===== src/rtl/ddr_preload_packer.sv =====
// Fetches NUM_WORDS source words, packs them little-endian into DATA_W beats and writes them to DDR.
// Optional read-back verification of the written beats is enabled with `define DDR_PRELOAD_VERIFY_EN.
module ddr_preload_packer #(
  parameter int WORD_W    = 32,
  parameter int DATA_W    = 256,
  parameter int ADDR_W    = 25,
  parameter int NUM_WORDS = 28,
  parameter int BASE_ADDR = 0,
  parameter int SRC_AW    = 10
) (
  input  logic                clk,
  input  logic                rst_n,
  input  logic                start,
  output logic [SRC_AW-1:0]   src_addr,
  input  logic [WORD_W-1:0]   src_data,
  output logic                wr_rq,
  output logic [ADDR_W-1:0]   wr_adr,
  output logic [DATA_W-1:0]   wr_data,
  output logic [DATA_W/8-1:0] byte_enable,
  input  logic                action_done,
  output logic                busy,
  output logic                setup_done,
  output logic [15:0]         beat_cnt
`ifdef DDR_PRELOAD_VERIFY_EN
  ,
  output logic                rd_rq,
  output logic [ADDR_W-1:0]   rd_adr,
  input  logic [DATA_W-1:0]   rd_data,
  input  logic                rd_valid,
  output logic                verify_fail
`endif
);

  localparam int LANES      = DATA_W / WORD_W;
  localparam int LANE_BYTES = WORD_W / 8;
  localparam int LANE_W     = (LANES > 1) ? $clog2(LANES) : 1;
  localparam int WIDX_W     = SRC_AW + 1;

  typedef enum logic [2:0] {
    IDLE,
    FETCH,
    PACK,
    WRITE,
    WAIT_ACK,
    DONE
`ifdef DDR_PRELOAD_VERIFY_EN
    ,
    VERIFY,
    VERIFY_WAIT
`endif
  } state_t;

  state_t              state, next_state;
  logic                start_q;
  logic [WIDX_W-1:0]   w;
  logic [LANE_W-1:0]   lane;
  logic [DATA_W-1:0]   pack_reg;
  logic [LANES-1:0]    lane_mask;
  logic [DATA_W/8-1:0] mask_bytes;
  logic                start_edge;
  logic                beat_full;
  logic                words_left;

  assign start_edge = start & ~start_q;
  assign beat_full  = (lane == LANE_W'(LANES - 1)) || (w == WIDX_W'(NUM_WORDS - 1));
  assign words_left = (w != WIDX_W'(NUM_WORDS));
  assign src_addr   = w[SRC_AW-1:0];

  always_comb begin
    mask_bytes = '0;
    for (int l = 0; l < LANES; l++)
      mask_bytes[l*LANE_BYTES +: LANE_BYTES] = {LANE_BYTES{lane_mask[l]}};
  end

`ifdef DDR_PRELOAD_VERIFY_EN
  logic              verifying;
  logic [DATA_W-1:0] mask_bits;

  always_comb begin
    mask_bits = '0;
    for (int l = 0; l < LANES; l++)
      mask_bits[l*WORD_W +: WORD_W] = {WORD_W{lane_mask[l]}};
  end
`endif

  always_ff @(posedge clk or negedge rst_n) begin
    if (!rst_n) state <= IDLE;
    else        state <= next_state;
  end

  always_comb begin
    next_state = state;
    case (state)
      IDLE:     if (start_edge) next_state = FETCH;
      FETCH:    next_state = PACK;
      PACK: begin
        if (beat_full) begin
`ifdef DDR_PRELOAD_VERIFY_EN
          next_state = verifying ? VERIFY : WRITE;
`else
          next_state = WRITE;
`endif
        end else begin
          next_state = FETCH;
        end
      end
      WRITE:    next_state = WAIT_ACK;
      WAIT_ACK: begin
        if (action_done) begin
`ifdef DDR_PRELOAD_VERIFY_EN
          // The read-back pass reuses FETCH/PACK to rebuild each expected beat
          next_state = FETCH;
`else
          next_state = words_left ? FETCH : DONE;
`endif
        end
      end
`ifdef DDR_PRELOAD_VERIFY_EN
      VERIFY:      next_state = VERIFY_WAIT;
      VERIFY_WAIT: if (rd_valid) next_state = words_left ? FETCH : DONE;
`endif
      DONE:     next_state = IDLE;
      default:  next_state = IDLE;
    endcase
  end

  always_ff @(posedge clk or negedge rst_n) begin
    if (!rst_n) begin
      start_q     <= 1'b0;
      w           <= '0;
      lane        <= '0;
      pack_reg    <= '0;
      lane_mask   <= '0;
      wr_rq       <= 1'b0;
      wr_adr      <= ADDR_W'(BASE_ADDR);
      wr_data     <= '0;
      byte_enable <= '0;
      busy        <= 1'b0;
      setup_done  <= 1'b0;
      beat_cnt    <= '0;
`ifdef DDR_PRELOAD_VERIFY_EN
      verifying   <= 1'b0;
      rd_rq       <= 1'b0;
      rd_adr      <= '0;
      verify_fail <= 1'b0;
`endif
    end else begin
      start_q <= start;
      case (state)
        IDLE: begin
          if (start_edge) begin
            setup_done <= 1'b0;
            busy       <= 1'b1;
            w          <= '0;
            lane       <= '0;
            beat_cnt   <= '0;
            wr_adr     <= ADDR_W'(BASE_ADDR);
            pack_reg   <= '0;
            lane_mask  <= '0;
`ifdef DDR_PRELOAD_VERIFY_EN
            verifying   <= 1'b0;
            verify_fail <= 1'b0;
`endif
          end
        end
        PACK: begin
          pack_reg[lane*WORD_W +: WORD_W] <= src_data;
          lane_mask[lane]                 <= 1'b1;
          w                               <= w + WIDX_W'(1);
          lane                            <= beat_full ? '0 : lane + LANE_W'(1);
        end
        WRITE: begin
          wr_data     <= pack_reg;
          byte_enable <= mask_bytes;
          wr_rq       <= 1'b1;
        end
        WAIT_ACK: begin
          if (action_done) begin
            wr_rq     <= 1'b0;
            wr_adr    <= wr_adr + ADDR_W'(1);
            pack_reg  <= '0;
            lane_mask <= '0;
            if (beat_cnt != 16'hFFFF) beat_cnt <= beat_cnt + 16'd1;
`ifdef DDR_PRELOAD_VERIFY_EN
            if (!words_left) begin
              verifying <= 1'b1;
              w         <= '0;
              lane      <= '0;
              rd_adr    <= ADDR_W'(BASE_ADDR);
            end
`else
            if (!words_left) begin
              busy       <= 1'b0;
              setup_done <= 1'b1;
            end
`endif
          end
        end
`ifdef DDR_PRELOAD_VERIFY_EN
        VERIFY: rd_rq <= 1'b1;
        VERIFY_WAIT: begin
          if (rd_valid) begin
            rd_rq     <= 1'b0;
            rd_adr    <= rd_adr + ADDR_W'(1);
            pack_reg  <= '0;
            lane_mask <= '0;
            // Unfilled lanes of pack_reg are zero, so masking only the read data suffices
            if ((rd_data & mask_bits) != pack_reg) verify_fail <= 1'b1;
            if (!words_left) begin
              busy       <= 1'b0;
              setup_done <= 1'b1;
              verifying  <= 1'b0;
            end
          end
        end
`endif
        default: ;
      endcase
    end
  end

endmodule


===== config.mk =====
export PLATFORM = sky130hd
export DESIGN_NAME = ddr_preload_packer
export DESIGN_NICKNAME = d
export VERILOG_FILES = /design/src/rtl/ddr_preload_packer.sv
export SDC_FILE = /design/constraint.sdc
export NUM_CORES = 1
export LEC_CHECK = 0
export ABC_AREA = 0
export ABC_CLOCK_PERIOD_IN_PS = 5600
export BUFFER_PORTS_ARGS = -buffer_cell sky130_fd_sc_hd__buf_2
export CAP_MARGIN = 10
export CORE_MARGIN = 2
export CORE_UTILIZATION = 55
export CTS_CLUSTER_DIAMETER = 30
export DETAILED_ROUTE_END_ITERATION = 8
export HOLD_SLACK_MARGIN = 0.06
export PLACE_DENSITY = 0.82
export SLEW_MARGIN = 10
export SYNTH_ARGS = -nofsm -noshare
export SYNTH_HDL_FRONTEND = slang
export SYNTH_SLANG_ARGS = --single-unit

===== constraint.sdc =====
create_clock -name clk -period 5.6 [get_ports clk]
set_input_delay 0.56 -clock clk [delete_from_list [all_inputs] [get_ports clk]]
set_output_delay 0.56 -clock clk [all_outputs]
set_load 0.02 [all_outputs]

# Yosys cells after proc, flatten, opt, wreduce, memory -nomap -nowiden
# Cells that the tools add are included.
[classes]
addsub = 5
bitwise_logic = 3
shifts = 2
muxes = 36
n_eq_ne = 12
n_lt_le_gt_ge = 2
n_reduce_logical = 14
[ops]
columns = ["op", "n"]
rows = [
  ["256-bit one-hot mux with 3 select lines", 1],
  ["256-bit two-way mux", 2],
  ["256-bit bitwise mux", 1],
  ["32-bit by 34-bit variable shift with 256-bit output, first input constant", 1],
  ["32-bit by 34-bit indexed part select with 256-bit output", 1],
  ["25-bit two-way mux", 2],
  ["25-bit one-hot mux with 2 select lines", 1],
  ["16-bit two-way mux", 3],
  ["8-bit negator with 34-bit output", 1],
  ["16-bit one-hot mux with 2 select lines", 1],
  ["25-bit by 1-bit adder with 25-bit output, second input constant", 1],
  ["8-bit one-hot mux with 3 select lines", 1],
  ["11-bit one-hot mux with 2 select lines", 1],
  ["16-bit by 1-bit adder with 16-bit output, second input constant", 1],
  ["8-bit two-way mux", 2],
  ["16-bit inequality test, second input constant", 1],
  ["3-bit two-way mux", 5],
  ["3-bit one-hot mux with 5 select lines", 1],
  ["11-bit by 1-bit adder with 11-bit output, second input constant", 1],
  ["11-bit by 5-bit == test with 1-bit output, second input constant", 1],
  ["11-bit two-way mux", 1],
  ["11-bit by 5-bit inequality test with 1-bit output, second input constant", 1],
  ["1-bit two-way mux", 8],
  ["2-bit inequality test, second input constant", 4],
  ["other kinds (21)", 31],
]
[word_totals]
input_bits = 36
output_inout_bits = 342
register_bits = 611
elab_cells = 87

# Depth between registers and ports, before layout
[depth]
word_depth = 6
mapped_depth = 10
depth_no_buf = 8

# Worst setup path before layout
# No wires, ideal clock.
[synth_path]
kind = "register to register"
start = "register lane[0]"
end = "register pack_reg[130]"
path_slack_ns = 3.199
path_stages_with_launch = 10
arrival_time_ns = 2.280
synth_period_minus_slack_ns = 2.401
required_ns = 5.479
setup_ns = 0.121
path_buffers = 2
path_cell_list = "dfrtp_1 -> buf_2 -> inv_2 -> ha_1 -> ha_1 -> inv_1 -> or3_1 -> o31a_1 -> clkbuf_1 -> a22o_1"
[synth_between]
elab_chain_len = 4
elab_cells_between_ends = 5
cone_classes = "1 x add/sub; 2 x shift; 2 x mux"
[synth_lines]
columns = ["item", "line_no", "source"]
rows = [
  ["start, declared", "56", "logic [LANE_W-1:0] lane;"],
  ["start signal, assigned", "170", "lane <= beat_full ? '0 : lane + LANE_W'(1);"],
  ["8-bit negator with 34-bit output (*)", "167", "pack_reg[lane*WORD_W +: WORD_W] <= src_data;"],
  ["32-bit by 34-bit indexed part select with 256-bit output / 32-bit by 34-bit variable shift with 256-bit output (equally long branches)", "167", ""],
  ["256-bit bitwise mux (*)", "167", ""],
  ["256-bit one-hot mux with 3 select lines (*)", "149", "case (state)"],
  ["end signal, assigned by index", "167", ""],
  ["end, declared", "57", "logic [DATA_W-1:0] pack_reg;"],
]
# Mark *: on every way between the ends. The rest lies on a longest branch, timed or not.
# A chain may end at the register's enable or synchronous reset.

# Final worst setup path
[layout_path]
start = "register lane[0]"
end = "register pack_reg[131]"
# Same word-level chain as after synthesis.

==> run metrics <==
FMAX around 300 MHz; die height roughly 210 microns; CTS Root Cell clkbuf_16; Fin Hold WS about 0.26 ns; Critical Path End Type flop; register area share after synthesis between 60% and 70%; DRT iter0 DRCs ~1.3k; flop2flop setup slack between 2 and 2.5 ns; fraction of registers with async set/reset 100%; Initial Util approximately 55%; Hold Vio Cnt, Final 0; DR WL/cell 24.1 microns; die area 0.0436 sq mm; clock latency on the worst-skew pair 0.65 ns; largest net degree at the start of global routing about 160; crit-path max FO 21; Synth warnings 0; detailed-route via count between 15k and 20k; Routed WL 62.3 mm; Layout area overhead 25.5%; Core Box Area around 0.042 sq mm; VDD IR max ~0.00034 V; cells after synthesis approximately 1.6k; synthesized flop and latch total 590; cell area power density slightly below 500 mW/mm^2; gpl congestion 0.871; CTS H-tree depth 3; Clock Path Buffers 3; HP Class input pin to flop; Slew Limit Fails 0; grt ovf 0; syn_nets about 1.7k; Pre-Repair DR Iteration Count 5; layout cells sized above 1 roughly 43%; via-per-instance ratio approximately 6.0; Final setup viols 0; RR Endpoint pack_reg[131]$_DFFE_PN0P_; crit path launch lane[0]$_DFFE_PN0P_; clk_skew roughly 0.025 ns; Post-Route Setup TNS 0 ns; crit path launch type flop; I/O pin cnt between 300 and 400; Netlist cell types 60; # nets final ~2k; Die Wd about 210 microns; crit path DAT between 3 and 4 ns; Port Buffers about 380; unrepaired setup endpoints after global routing no; GRT Overall Usage about 29%; Synth Flop Type dfrtp_1; Leakage ~15 nW; vias in the first global route 16.1k; min Tclk post-route approximately 3.2 ns; RR Startpoint lane[0]$_DFFE_PN0P_; CTS Sinks slightly below 600; HPWL after DPL around 37 mm; status finished clean; leading cell type in the layout, fill and taps excluded dfrtp_1; cts repair resizes 0; TritonCTS clock tree yes; R2R depth 8; highest-count cells in the layout ignoring fill and taps 590 x dfrtp_1, 376 x buf_2, 265 x mux2_2; crit share post-route between 50% and 60%; clk slew on worst S/H paths 0.05 ns; antenna violations before repair 0; CP required between 6 and 7 ns; maxcap violations 0; Worst setup endpoint pack_reg[131]$_DFFE_PN0P_; mapped cell area ~0.023 sq mm; first-pass GRT wire length slightly below 100 mm; # Post-CTS Setup Buffers 0; antenna viol nets, final 0; slew margin rel. 15.5%; Residual DRC 0; post-synthesis area per instance between 10 and 15 sq um; number of synthesized flops with an enable pin 0; Hold-fix buffers, CTS 2; Rows 75; WS Path Type flop to flop; Least-Margin Pin Slew roughly 1.3 ns; TritonCTS Buffers 107
-- worst min path at each step --
stage / end / from / cells after the start / slack [ns]
6_report: state[2]$_DFFE_PN0P_ / action_done / 4 / 0.26
5_1_grt: pack_reg[212]$_DFFE_PN0P_ / src_data[20] / 2 / 0.30
4_1_cts: state[2]$_DFFE_PN0P_ / action_done / 4 / 0.25
3_5_place_dp: w[10]$_DFFE_PN0P_ / w[10]$_DFFE_PN0P_ / 1 / 0.48
3_3_place_gp: wr_adr[24]$_DFFE_PN0P_ / wr_adr[24]$_DFFE_PN0P_ / 1 / 0.46
2_1_floorplan: beat_cnt[0]$_DFFE_PN0P_ / rst_n / 0 / 0.26
-- worst max-delay path, stage by stage (launching register included) --
cell     delay [ns]
dfrtp_1        0.58
inv_2          0.12
ha_1           0.24
ha_1           0.40
inv_1          0.08
or3_1          0.41
nor3_2         0.68
buf_4          0.42
a22o_1         0.21
-- cell families (layout without fill, tap and decap cells) --
group	count (synthesis)	after routing	synth area share [%]
muxes	270	270	13.2
DFF	590	590	64.0
buffers and inverters	172	613	4.39
other	0	1	0
and+or+nand+nor	208	208	4.70
AOI/OAI and AO/OA	330	330	12.2
adders and majority gates	11	11	0.597
xor gates and xnor gates	24	24	0.911
-- synth_stat cells, types with 3 or more instances --
master	instances	share of area [%]
and2_1	4	0.11
buf_4	38	1.2
a22o_1	256	9.7
a21oi_1	16	0.35
buf_2	47	1.0
nor2_1	62	1.0
a31oi_1	9	0.24
o21ai_0	17	0.37
xnor2_1	8	0.30
a21oi_4	5	0.35
mux2i_1	5	0.22
dfrtp_1	590	64
ha_1	11	0.60
nor3_1	10	0.22
nand2b_1	4	0.11
nand4_1	22	0.60
buf_1	34	0.55
xor2_1	16	0.61
nor4_1	8	0.22
nor3_2	4	0.17
a31oi_4	3	0.28
mux2_2	265	13
buf_6	22	1.1
a21o_1	4	0.13
inv_1	12	0.20
nand2_1	39	0.63
and3_1	8	0.22
clkbuf_1	17	0.28
and4_1	3	0.11
or3_1	4	0.11
nand3_1	23	0.50
-- report_power, final --
group / internal, mW / switching (mW)
Clock: 4.75 / 2.32
Sequential: 4.63 / 0.304
Combinational: 0.718 / 1.53
-- metrics by stage --
step	worst slack (ns)	area [sq um]	cells	power [mW]	util (%)
detailed placement	2.38	24900	2380	7.19	59.7
global route	2.14	29000	2585	14.7	69.5
finish	2.36	29000	2586	14.3	69.5
floorplan	3.20	23100	1605	6.61	-
global placement	2.53	24900	2380	7.11	59.7
CTS	2.35	28900	2584	14.3	69.4
-- layer usage --
| layer | global-route usage (%) | up-vias | part of all wire, % |
|---|---|---|---|
| met4 | 11.1 | 0 | 2.9 |
| li1 | - | 6573 | - |
| met1 | 38.1 | 8055 | 41 |
| met2 | 46.4 | 715 | 48 |
| met3 | 6.93 | 115 | 7.8 |
| met5 | 0 | - | 0 |
-- final cells by class --
| type | count | area (sq um) |
|---|---|---|
| Fill cell | 2750 | 12700 |
| Timing Repair Buffer | 397 | 2120 |
| Clock inverter | 76 | 1150 |
| Tap cell | 539 | 674 |
| Inverter | 14 | 52.6 |
| Antenna cell | 1 | 2.50 |
| Sequential cell | 590 | 14800 |
| Clock buffer | 126 | 2860 |
| Multi-Input combinational cell | 843 | 7330 |
No activity file was read; power rests on OpenSTA's default activity.
